$ cat src/rtl/pipeline_register_elastic.sv
// rtl/pipeline_register_elastic.sv - elastic pipeline register with optional skid entry, flush and flush counter
module pipeline_register_elastic #(
   parameter int DATA_W = 69,
   parameter int CTRL_W = 8,
   parameter int SKID   = 1,
   parameter int CNT_W  = 16
) (
   input  logic              clk,
   input  logic              reset,
   input  logic              flush,
   input  logic              in_valid,
   output logic              in_ready,
   input  logic [DATA_W-1:0] in_data,
   input  logic [CTRL_W-1:0] in_ctrl,
   output logic              out_valid,
   input  logic              out_ready,
   output logic [DATA_W-1:0] out_data,
   output logic [CTRL_W-1:0] out_ctrl,
   output logic [1:0]        occupancy,
   output logic [CNT_W-1:0]  flush_count
);

   // State value doubles as the number of held entries.
   typedef enum logic [1:0] {
      ST_EMPTY = 2'd0,
      ST_ONE   = 2'd1,
      ST_FULL  = 2'd2
   } state_t;

   state_t             state_q;
   state_t             state_d;

   // Main entry drives the output; skid entry absorbs the beat accepted while stalled.
   logic [DATA_W-1:0]  main_data_q;
   logic [CTRL_W-1:0]  main_ctrl_q;
   logic [DATA_W-1:0]  skid_data_q;
   logic [CTRL_W-1:0]  skid_ctrl_q;

   // Registered copy of "skid entry free" so in_ready has no path from out_ready.
   logic               skid_free_q;

   logic               in_xfer;
   logic               out_xfer;
   logic               load_main_in;
   logic               load_skid_in;
   logic               move_skid;
   logic [1:0]         flush_drop;

   logic [CNT_W-1:0]   flush_count_q;
   logic [CNT_W:0]     flush_sum;

   assign out_valid   = (state_q != ST_EMPTY);
   assign occupancy   = state_q;
   assign out_data    = main_data_q;
   assign out_ctrl    = main_ctrl_q & {CTRL_W{out_valid}};
   assign flush_count = flush_count_q;
   assign in_xfer     = in_valid && in_ready;
   assign out_xfer    = out_valid && out_ready;

   // Ready: registered skid-free flag with a skid entry, otherwise pass-through of downstream ready.
   always_comb begin
      in_ready = 1'b1;
      if (SKID != 0) begin
         in_ready = skid_free_q;
      end else begin
         in_ready = !out_valid || out_ready;
      end
   end

   // Next-state and datapath steering; flush overrides every other transition.
   always_comb begin
      state_d      = state_q;
      load_main_in = 1'b0;
      load_skid_in = 1'b0;
      move_skid    = 1'b0;
      flush_drop   = 2'd0;
      if (flush) begin
         state_d    = ST_EMPTY;
         // An entry leaving downstream this cycle is delivered, not discarded.
         flush_drop = 2'(state_q) - {1'b0, out_xfer};
      end else begin
         case (state_q)
            ST_EMPTY: begin
               if (in_xfer) begin
                  load_main_in = 1'b1;
                  state_d      = ST_ONE;
               end
            end
            ST_ONE: begin
               if (in_xfer && out_xfer) begin
                  load_main_in = 1'b1;
               end else if (in_xfer) begin
                  if (SKID != 0) begin
                     load_skid_in = 1'b1;
                     state_d      = ST_FULL;
                  end
               end else if (out_xfer) begin
                  state_d = ST_EMPTY;
               end
            end
            ST_FULL: begin
               if (out_xfer) begin
                  move_skid = 1'b1;
                  state_d   = ST_ONE;
               end
            end
            default: begin
               state_d = ST_EMPTY;
            end
         endcase
      end
   end

   // Saturating add of the discarded-entry count.
   always_comb begin
      flush_sum = {1'b0, flush_count_q} + (CNT_W+1)'(flush_drop);
   end

   // State, ready flag and entry registers.
   always_ff @(posedge clk or posedge reset) begin
      if (reset) begin
         state_q     <= ST_EMPTY;
         skid_free_q <= 1'b1;
         main_data_q <= '0;
         main_ctrl_q <= '0;
         skid_data_q <= '0;
         skid_ctrl_q <= '0;
      end else begin
         state_q     <= state_d;
         skid_free_q <= (state_d != ST_FULL);
         if (load_main_in) begin
            main_data_q <= in_data;
            main_ctrl_q <= in_ctrl;
         end else if (move_skid) begin
            main_data_q <= skid_data_q;
            main_ctrl_q <= skid_ctrl_q;
         end
         if (load_skid_in) begin
            skid_data_q <= in_data;
            skid_ctrl_q <= in_ctrl;
         end
      end
   end

   // Flush counter clamps at all-ones instead of wrapping.
   always_ff @(posedge clk or posedge reset) begin
      if (reset) begin
         flush_count_q <= '0;
      end else if (flush_sum[CNT_W]) begin
         flush_count_q <= '1;
      end else begin
         flush_count_q <= flush_sum[CNT_W-1:0];
      end
   end

endmodule

$ cat config.mk
export PLATFORM = sky130hd
export DESIGN_NAME = pipeline_register_elastic
export DESIGN_NICKNAME = d
export VERILOG_FILES = /design/src/rtl/pipeline_register_elastic.sv
export SDC_FILE = /design/constraint.sdc
export NUM_CORES = 1
export LEC_CHECK = 0
export BUFFER_PORTS_ARGS = -buffer_cell sky130_fd_sc_hd__buf_2
export CAP_MARGIN = 20
export CORE_MARGIN = 2
export CORE_UTILIZATION = 50
export DETAILED_ROUTE_END_ITERATION = 10
export PLACE_DENSITY_LB_ADDON = 0.15
export REMOVE_ABC_BUFFERS = 1
export SYNTH_ARGS = -nofsm -noshare
export SYNTH_HDL_FRONTEND = slang
export SYNTH_SLANG_ARGS = --single-unit
$ cat constraint.sdc
create_clock -name clk -period 14.3 [get_ports clk]
set_input_delay 2.86 -clock clk [delete_from_list [all_inputs] [get_ports clk]]
set_output_delay 2.86 -clock clk [all_outputs]
set_load 0.01 [all_outputs]
==> results.md <==
- Status: finished clean
- Critical path capture point type: register
- Worst Path Buf+Inv: 3
- CP arrival: 5.57 ns
- R2R setup slack: 10.68 ns
- Clock root buffer: clkbuf_16
- Leading cell type in the layout, fill and taps excluded: buf_2
- Congestion Overflow GR: 0
- Die Wd: 125 um
- Worst slew margin: 35.8%
- Final Cycle Share: 36.5%
- Post-synth top flop: dfrtp_1
- Max Clock Skew: around 0.0075 ns
- Fin crit period: about 5.2 ns
- Hold Buf Count CTS: 0
- GRT Total Usage: 21.3%
- Footprint of the multi-input gates: 2860 um^2
- Cts bufs inserted: 17
- Later-pin clock latency in the skew report: 0.42 ns
- DP Cell Count: 869
- DRC viols: 0
- Critical path's slowest cell: or3_1
- Floorplan core area: approximately 14000 um^2
- Placer Congestion: 0.820
- Delay-heaviest family, CP: simple AND/OR/NAND/NOR gates
- Via count: 5046
- Layout cells sized above 1: 41.5%
- Max Cap Viol: 0
- Ys Warns: 0
- Avg Synthesized Cell Area: 13.7 um^2
- Gates resized, CTS repair: 0
- Pre-antenna DRT Iters: 4
- Initial antenna violation count: 0
- # Post-CTS Setup Buffers: 0
- Placed Area: 8380 um^2
- Register area share after synthesis: between 50% and 60%
- Area of the die: 15700 um^2
- Critical-path maximum fanout: 13
- Critical path type: in -> reg
- Final instance area: roughly 9000 um^2
- VDD IR-drop max: 83.5 uV
- Non-filler cells, final: between 800 and 900
- H-tree levels: 4
- Fin nets: 793
- Layout fillers: 1168
- Sequential cell area: 4330 um^2
- Cell row count: 44
- Fmax: roughly 0.19 GHz
- Setup violations, final: 0
- Ports: roughly 180
- Power Total: 1410 uW
- DR iter-0 viols: 275
- LEAKAGE: 0.00497 uW
- Vias in the first global route: 5315
- PwrDens: 156 nW/um^2
- Post-DP HPWL: 10.0 mm
- WP data required: 14.64 ns
- Starting density of the core: approximately half
- Hold Fails Final Rpt: 0
- TNS Setup: 0 ns
- Die Ht: roughly 130 um
- Vias per cell: 5.61
- Post-synth ARST share: 100%
- Slew Viols, Final: 0
- Distinct cell type count after synthesis: 35
- Clk buf depth: 2
- HP Class: reg -> reg
- DR WL/cell: 18.0 um
- CP max stage delay: 0.60 ns
- Area Growth Syn to Fin: 22.5%
- First-pass GRT wire length: approximately 27 mm
- CTS tree: built
- Worst-margin pin slew: slightly below 1 ns
- Startpoint Class: input port
- # clock sinks: 173
- ANT cells: 0
- Post-route ant nets: 0
- Worst path cell trace: buf_2 -> inv_1 -> nor2_1 -> ha_1 -> nor2b_1 -> ha_1 -> inv_1 -> fa_1 -> nor2b_1 -> nand3_1 -> or3_1 -> o21ai_0
- Area of the mapped netlist: between 7000 and 8000 um^2
- Mapped Cells: roughly 540
- Port bufs: around 180
- RSZ-0062 raised after global routing: no
- DRT Wirelength: 16.2 mm
- FF+latch count, synth: 173
- Largest net degree at the start of global routing: 90
- EDFF count, synth: 0
- Clk slew on worst S/H paths: 0.06 ns
- Most frequent cells in the layout: buf_2 (178), dfrtp_1 (172), a21o_1 (77), a22o_1 (76), mux2_2 (49)
[worst paths after layout]
kind                                        to          from  cells after the start
min in group asynchronous         out_data[56]         reset                      2
max in group asynchronous       skid_data_q[9]         reset                      4
worst max register to register  flush_count[2]  occupancy[0]                     11
worst min-delay path              out_data[38]  out_data[38]                      1
worst min register to register    out_data[38]  out_data[38]                      1
worst max-delay path            flush_count[2]     out_ready                     12
[cells in the mapped netlist (2+ instances only)]
library cell    n  share of area (%)
nor2_1          6               0.31
xor2_1          8               0.95
mux2i_1         3               0.41
o21ai_0         6               0.41
nand4_1         5               0.42
mux2_2         49                7.5
nand3_1         6               0.41
inv_1           9               0.46
nand2_1        17               0.87
buf_2           8               0.54
ha_1            5               0.85
nand2b_1        2               0.17
a22o_1         76                9.0
or3_1           4               0.34
clkbuf_1       23                1.2
nor2b_1        12                1.0
dfrtp_1       172                 58
mux2_4         30                6.1
buf_6           5               0.76
a21o_1         77                7.8
a31oi_1         2               0.17
[routing by layer]
| layer | vias up | global-route usage, % | part of all wire (%) |
|---|---|---|---|
| met4 | 0 | 6.60 | 1.5 |
| li1 | 2298 | - | - |
| met3 | 22 | 7.06 | 6.3 |
| met2 | 133 | 35.1 | 50 |
| met1 | 2593 | 26.8 | 42 |
| met5 | - | 0 | 0 |
[registers in the layout (all words and copies together) (netlist names)]
| register | flops |
|---|---|
| main_ctrl_q | 8 |
| flush_count | 16 |
| out_data | 69 |
| skid_ctrl_q | 8 |
| skid_data_q | 69 |
| occupancy | 2 |
| in_ready | 1 |
[power by group]
| group | internal, uW | leakage (uW) | switching (uW) |
|---|---|---|---|
| sequential | 599 | 0.00216 | 66.4 |
| clock | 316 | 0.000309 | 178 |
| combinational | 140 | 0.00250 | 109 |
[stage by stage]
step / hold slack [ns] / util [%] / worst slack (ns)
2_1_floorplan: 0.441 / - / 4.12
3_3_place_gp: 0.451 / 57.9 / 8.76
3_5_place_dp: 0.460 / 57.9 / 8.67
4_1_cts: 0.473 / 62.2 / 9.12
5_1_grt: 0.487 / 62.4 / 8.86
6_report: 0.467 / 62.4 / 9.07
[cells by family after synthesis]
logic type | count (synthesis) | share of synthesized area, %
compound gates | 165 | 17.9
xor+xnor | 8 | 0.950
fa+ha+maj | 6 | 1.12
buf+inv | 46 | 2.99
flops | 173 | 58.7
mux | 82 | 14.0
simple gates | 59 | 4.29
[worst reg2reg max path, delay by kind of cell (launching register included)]
family / cells / cell delay, ns
adder cells (fa/ha/maj): 3 / 0.85
flip-flops: 1 / 0.49
AO/OA/AOI/OAI: 1 / 0.14
buffers and inverters: 1 / 0.06
AND/OR/NAND/NOR: 6 / 2.01
[area by class of cell]
class | instances | area share [%]
multi-input cells | 320 | 31.6
clock buffers | 21 | 5.10
inverters | 9 | 0.429
clock inverters | 8 | 1.83
well taps | 184 | 2.55
flip-flops and latches | 173 | 47.9
repair buffers | 184 | 10.6
Power figures use the tool's default switching activity.
